--- src/rtl/simpson_seq.sv ---
// Operand sequencer for the Simpson's-rule integrator core: buffers an odd number
// of switch samples, strobes them into the core every GAP cycles, latches the answer.
module simpson_seq #(
  parameter int WIDTH   = 16,
  parameter int MAX_PTS = 9,
  parameter int GAP     = 4,
  parameter int TIMEOUT = 1000000
) (
  input  logic             clk,
  input  logic             reset,
  input  logic             btn_click,
  input  logic [WIDTH-1:0] sw,
  input  logic [3:0]       npts,
  output logic [WIDTH-1:0] core_data,
  output logic             core_valid,
  input  logic [WIDTH-1:0] core_result,
  input  logic             core_done,
  input  logic             core_err,
  output logic [WIDTH-1:0] result,
  output logic             result_valid,
  output logic             err,
  output logic [1:0]       err_code,
  output logic             busy,
  output logic [3:0]       entry_cnt
);

  typedef enum logic [2:0] {
    IDLE  = 3'd0,
    LOAD  = 3'd1,
    FEED  = 3'd2,
    GAPW  = 3'd3,
    WAIT  = 3'd4,
    DONE  = 3'd5,
    FAULT = 3'd6
  } state_t;

  localparam int               WD_W       = $clog2(TIMEOUT + 1);
  localparam int               GAP_W      = (GAP > 2) ? $clog2(GAP) : 1;
  localparam logic [WD_W-1:0]  WD_LAST    = WD_W'(TIMEOUT - 1);
  localparam logic [WD_W-1:0]  WD_ONE     = WD_W'(1);
  localparam logic [GAP_W-1:0] GAP_LAST   = GAP_W'((GAP >= 2) ? (GAP - 2) : 0);
  localparam logic [GAP_W-1:0] GAP_ONE    = GAP_W'(1);
  localparam logic             GAP_IS_ONE = (GAP == 1);
  localparam logic [3:0]       MAX_N      = 4'(MAX_PTS);
  localparam logic [1:0]       ERR_NONE   = 2'd0;
  localparam logic [1:0]       ERR_NPTS   = 2'd1;
  localparam logic [1:0]       ERR_CORE   = 2'd2;
  localparam logic [1:0]       ERR_TMO    = 2'd3;

  state_t             state_q, state_d;
  logic [3:0]         cnt_q, cnt_d;
  logic [3:0]         npts_q, npts_d;
  logic [3:0]         idx_q, idx_d;
  logic [GAP_W-1:0]   gap_q, gap_d;
  logic [WD_W-1:0]    wd_q, wd_d;
  logic [WIDTH-1:0]   samp_q [MAX_PTS];
  logic [WIDTH-1:0]   samp_d [MAX_PTS];
  logic [WIDTH-1:0]   core_data_q, core_data_d;
  logic               core_valid_q, core_valid_d;
  logic [WIDTH-1:0]   result_q, result_d;
  logic               result_valid_q, result_valid_d;
  logic               err_q, err_d;
  logic [1:0]         err_code_q, err_code_d;
  logic               busy_q, busy_d;
  logic [3:0]         feed_idx;
  logic               npts_bad;

  // Next-state, buffer writes and registered-output values for the coming cycle.
  always_comb begin
    state_d    = state_q;
    cnt_d      = cnt_q;
    npts_d     = npts_q;
    gap_d      = gap_q;
    wd_d       = wd_q;
    samp_d     = samp_q;
    result_d   = result_q;
    err_code_d = err_code_q;
    feed_idx   = idx_q;
    npts_bad   = (npts < 4'd3) || (npts > MAX_N) || (npts[0] == 1'b0);

    case (state_q)
      IDLE: begin
        cnt_d = 4'd0;
        if (btn_click) begin
          npts_d = npts;
          if (npts_bad) begin
            state_d    = FAULT;
            err_code_d = ERR_NPTS;
          end else begin
            samp_d[0] = sw;
            cnt_d     = 4'd1;
            state_d   = LOAD;
          end
        end else begin
          state_d = IDLE;
        end
      end
      LOAD: begin
        if (btn_click) begin
          samp_d[cnt_q] = sw;
          cnt_d         = cnt_q + 4'd1;
          if ((cnt_q + 4'd1) == npts_q) begin
            state_d  = FEED;
            feed_idx = 4'd0;
          end else begin
            state_d = LOAD;
          end
        end else begin
          state_d = LOAD;
        end
      end
      // idx_q already points past the word issued this cycle
      FEED: begin
        if (core_err) begin
          state_d    = FAULT;
          err_code_d = ERR_CORE;
        end else if (idx_q == npts_q) begin
          state_d = WAIT;
          wd_d    = {WD_W{1'b0}};
        end else if (GAP_IS_ONE) begin
          state_d = FEED;
        end else begin
          state_d = GAPW;
          gap_d   = {GAP_W{1'b0}};
        end
      end
      GAPW: begin
        if (core_err) begin
          state_d    = FAULT;
          err_code_d = ERR_CORE;
        end else if (gap_q == GAP_LAST) begin
          state_d = FEED;
        end else begin
          state_d = GAPW;
          gap_d   = gap_q + GAP_ONE;
        end
      end
      WAIT: begin
        if (core_err) begin
          state_d    = FAULT;
          err_code_d = ERR_CORE;
        end else if (core_done) begin
          state_d  = DONE;
          result_d = core_result;
        end else if (wd_q == WD_LAST) begin
          state_d    = FAULT;
          err_code_d = ERR_TMO;
        end else begin
          state_d = WAIT;
          wd_d    = wd_q + WD_ONE;
        end
      end
      DONE, FAULT: begin
        if (btn_click) begin
          state_d    = IDLE;
          cnt_d      = 4'd0;
          err_code_d = ERR_NONE;
        end else begin
          state_d = state_q;
        end
      end
      default: begin
        state_d = IDLE;
      end
    endcase

    if (state_d == FEED) begin
      core_valid_d = 1'b1;
      core_data_d  = samp_q[feed_idx];
      idx_d        = feed_idx + 4'd1;
    end else begin
      core_valid_d = 1'b0;
      core_data_d  = core_data_q;
      idx_d        = idx_q;
    end

    result_valid_d = (state_d == DONE);
    err_d          = (state_d == FAULT);
    busy_d         = (state_d == FEED) || (state_d == GAPW) || (state_d == WAIT);
  end

  // State and output registers; sample buffer is deliberately left out of reset.
  always_ff @(posedge clk) begin
    if (!reset) begin
      state_q        <= IDLE;
      cnt_q          <= 4'd0;
      npts_q         <= 4'd0;
      idx_q          <= 4'd0;
      gap_q          <= {GAP_W{1'b0}};
      wd_q           <= {WD_W{1'b0}};
      core_data_q    <= {WIDTH{1'b0}};
      core_valid_q   <= 1'b0;
      result_q       <= {WIDTH{1'b0}};
      result_valid_q <= 1'b0;
      err_q          <= 1'b0;
      err_code_q     <= ERR_NONE;
      busy_q         <= 1'b0;
    end else begin
      state_q        <= state_d;
      cnt_q          <= cnt_d;
      npts_q         <= npts_d;
      idx_q          <= idx_d;
      gap_q          <= gap_d;
      wd_q           <= wd_d;
      core_data_q    <= core_data_d;
      core_valid_q   <= core_valid_d;
      result_q       <= result_d;
      result_valid_q <= result_valid_d;
      err_q          <= err_d;
      err_code_q     <= err_code_d;
      busy_q         <= busy_d;
      samp_q         <= samp_d;
    end
  end

  assign core_data    = core_data_q;
  assign core_valid   = core_valid_q;
  assign result       = result_q;
  assign result_valid = result_valid_q;
  assign err          = err_q;
  assign err_code     = err_code_q;
  assign busy         = busy_q;
  assign entry_cnt    = cnt_q;

endmodule
--- config.mk ---
export PLATFORM = sky130hd
export DESIGN_NAME = simpson_seq
export DESIGN_NICKNAME = d
export VERILOG_FILES = /design/src/rtl/simpson_seq.sv
export SDC_FILE = /design/constraint.sdc
export NUM_CORES = 1
export LEC_CHECK = 0
export ABC_AREA = 0
export ABC_CLOCK_PERIOD_IN_PS = 4000
export CORE_MARGIN = 2
export CORE_UTILIZATION = 35
export DETAILED_ROUTE_END_ITERATION = 8
export GPL_ROUTABILITY_DRIVEN = 0
export GPL_TIMING_DRIVEN = 0
export PLACE_DENSITY = 0.63
export SLEW_MARGIN = 20
export SYNTH_ARGS = -nofsm -noshare
export SYNTH_HDL_FRONTEND = slang
export SYNTH_SLANG_ARGS = --single-unit
--- constraint.sdc ---
create_clock -name clk -period 4 [get_ports clk]
set_input_delay 1.2 -clock clk [delete_from_list [all_inputs] [get_ports clk]]
set_output_delay 1.2 -clock clk [all_outputs]
set_load 0.1 [all_outputs]
==> flow_summary.toml <==
[outcome]
status = "completed"

[pwr]
pwr-share-clk_pct = 32.8
vdd_drop_max_mv = 0.392
p_seq_share_pct = 39.5
p_switching_w = 0.00216
powerDensity_nw_per_um2 = 549
leakagePower_nw = 4.01
switching_share_pct = 33.2
p_comb_share_pct = 27.7
internal_power_w = 0.00435

[critical_path]
critPathMaxFanout = 16
crit_chain = "buf_2, nor3b_1, clkbuf_1, clkbuf_1, nand3_1, nor3b_1, and2_1"
cp.depth = 7
startpoint = "state_q[2]"
reg2reg_from = "state_q[2]"
end_kind = "flip-flop"
start_kind = "flip-flop"
critical_path.top_delay_family = "simple AND/OR/NAND/NOR gates"
required_ps = 4150
path_class = "reg2reg"
r2r_end = "samp_q[44]"
cp.arrival_ps = 3930
crit_slowest_cell = "and2_1"
regToRegSetupSlack_ps = 210
reg2regPathDepth = 7
worst-path-buf-inv = 3
crit_end = "samp_q[44]"
critPathMaxStageDelay_ps = 920

[sta]
finalCriticalPeriod_ps = 3790
maxSlewHeadroom_pct = 26.9
worstMarginPinSlew_ps = 1100
finalSetupViolCount = 0
holdWs_ps = 450
fmax_mhz = 264
grt_setup_unrepaired = "no"
fin_skew_ps = 20.7
hold_violations = 0
slew_violations = 0
fin_crit_sh_pct = 94.6

[floorplan]
die_y_um = 171
die_x_um = 171
start_util_pct = 35.4
dieArea_um2 = 29300
coreArea_um2 = 27700
fp-row-count = 61
pin_count = 83

[clock_network]
clk_path_buf_depth = 3
cts_sinks = 219
clk_pin_slew_ps = 50
post_cts_buffers = 0
cts-resized-gates = 0
ctsHoldBuffers = 0
clk_latency_ps = 530
cts-root-buf = "clkbuf_16"
cts_inserted_buffers = 24
h-tree-depth = 1
cts_tree = "yes"

[synth]
yosysWarningCount = 0
synth-simple-area-share_pct = 13.0
ys.flop_type = "edfxtp_1"
synth_area_per_cell_um2 = 12.0
synthesis.nets = 863
seq_area_frac_synth_pct = 59.5
synthMuxAreaShare_pct = 9.27
synthCells = 815
mappedNetlistArea_um2 = 9790
synth_cell_type_count = 69
yosys_register_bits = 219
synth-compound-area-share_pct = 12.6
async_flop_share_pct = 0
synth_top_family_by_area = "simple AND/OR/NAND/NOR gates"
synth_xor_xnor_area_share_pct = 1.76
synth_edf_count = 144
synth_fa_ha_area_share_pct = 0.894

[final_layout]
layout.nets = 972
fillers = 2596
utilization_pct = 42.8
multi_input_area_um2 = 3680
area_delta_synth_final_pct = 21.2
layout_common_cells = "edfxtp_1 (144), clkdlybuf4s50_1 (81), a21oi_1 (76)"
regArea_um2 = 5830
final_common_cell = "edfxtp_1"
final_layout_size_suffix_gt1_share_pct = 8.21
antennaDiodeCount = 0

[global_routing]
grt_max_degree = 17
antenna_found_initial = 0
grt.overflow.total = 0
grt_pass1_wl_mm = 38.3
globalRouteTotalUtil_pct = 16.9
grt_pass1_vias = 6866

[detailed_routing]
dr.pass1.iters = 5
routed_wl_mm = 24.8
drt_iter0_drc = 577
ant_nets = 0
vias = 6959
wire_per_inst_um = 18.9
vias_per_cell = 5.29
drcViolationCount = 0

[run]
cap_violations = 0

[placed_design]
port_buffers = 81
dpl.hpwl_mm = 16.4

[hold_path]
hp-class = "reg2reg"
[worst register-to-register path: cells and delay by family, from the launching register on]
family        cells  cell delay [ps]
buf+inv           3             1080
flops             1              330
simple gates      4             2000
[sequential cells by signal, summed over array words and instances (netlist names)]
name and cells:
gap_q 2, result_valid 1, result 16, samp_q 144, core_data 16, wd_q 20, err_code 2, entry_cnt 4
npts_q 4, idx_q 4, state_q 3, core_valid 1, err 1, busy 1
[cell usage after synthesis (3+ instances only)]
cell type    n  area share, %
a211oi_1     5           0.38
a21oi_1     76            3.9
a41oi_1     15            1.3
and2_1      27            1.7
and3_1       6           0.38
buf_1        7           0.27
buf_2        6           0.31
buf_4        3           0.23
clkbuf_1    35            1.3
dfxtp_1     75             15
edfxtp_1   144             44
ha_1         7           0.89
inv_1       11           0.42
mux2i_1     57            5.8
mux4_2      15            3.4
nand2_1     74            2.8
nand2b_1     4           0.26
nand3_1     13           0.66
nand4_1      7           0.45
nor2_1      30            1.1
nor2b_1     19            1.2
nor3_1       7           0.36
nor3b_1     18            1.4
o211a_1     16            1.6
o21ai_0     51            2.6
o21bai_1     3           0.23
o31ai_1      4           0.31
or3_1       12           0.77
or4_1        5           0.38
xnor2_1     12            1.1
xor2_1       4           0.36
[metrics by stage]
stage	setup slack, ps	TNS, ps	instances	cell area (µm²)	total power [W]
finish	215	0	1316	11900	0.00651
global route	62.7	0	1316	11900	0.00678
CTS	265	0	1316	11900	0.00656
detailed placement	-148	-1270	1276	11100	0.00441
global placement	-770	-13700	1274	11100	0.00439
floorplan	473	0	815	9790	0.00392
[area by class of cell]
cell class / count / area share, %
Clock buffer: 35 / 5.83
Multi-Input combinational cell: 530 / 31.0
Inverter: 13 / 0.411
Clock inverter: 5 / 0.653
Tap cell: 378 / 3.98
Buffer: 53 / 2.03
Timing Repair Buffer: 83 / 6.99
Sequential cell: 219 / 49.1
[power groups by stage]
| stage | Clock, W | Combinational, W | Sequential (W) |
|---|---|---|---|
| after floorplan | 0 | 0.000839 | 0.00308 |
| after global placement | 0 | 0.00178 | 0.00262 |
| after detailed placement | 0 | 0.00179 | 0.00262 |
| after CTS | 0.00219 | 0.00180 | 0.00257 |
| after global routing | 0.00228 | 0.00192 | 0.00258 |
| final | 0.00214 | 0.00180 | 0.00257 |
[metal layers]
layer | part of all wire (%) | global-route usage (%)
met2 | 47 | 28.0
met3 | 6.3 | 2.74
met1 | 43 | 22.4
met4 | 3.3 | 6.26
met5 | 0 | 0
[logic make-up after synthesis]
| logic type | count (synthesis) |
|---|---|
| multiplexers | 72 |
| adder cells (fa/ha/maj) | 7 |
| buffers and inverters | 66 |
| XOR/XNOR | 18 |
| flip-flops | 219 |
| AO/OA/AOI/OAI | 195 |
| AND/OR/NAND/NOR | 238 |
[how the worst min path moves through the flow]
stage,start,end,slack (ps),depth (start not counted)
floorplan,gap_q[1],gap_q[1],440,2
global placement,result[15],result[15],440,2
detailed placement,result[5],result[5],450,2
CTS,result[5],result[5],450,2
global route,result[5],result[5],470,2
finish,result[5],result[5],450,2
Note: power is estimated with default switching activity, not from simulation.
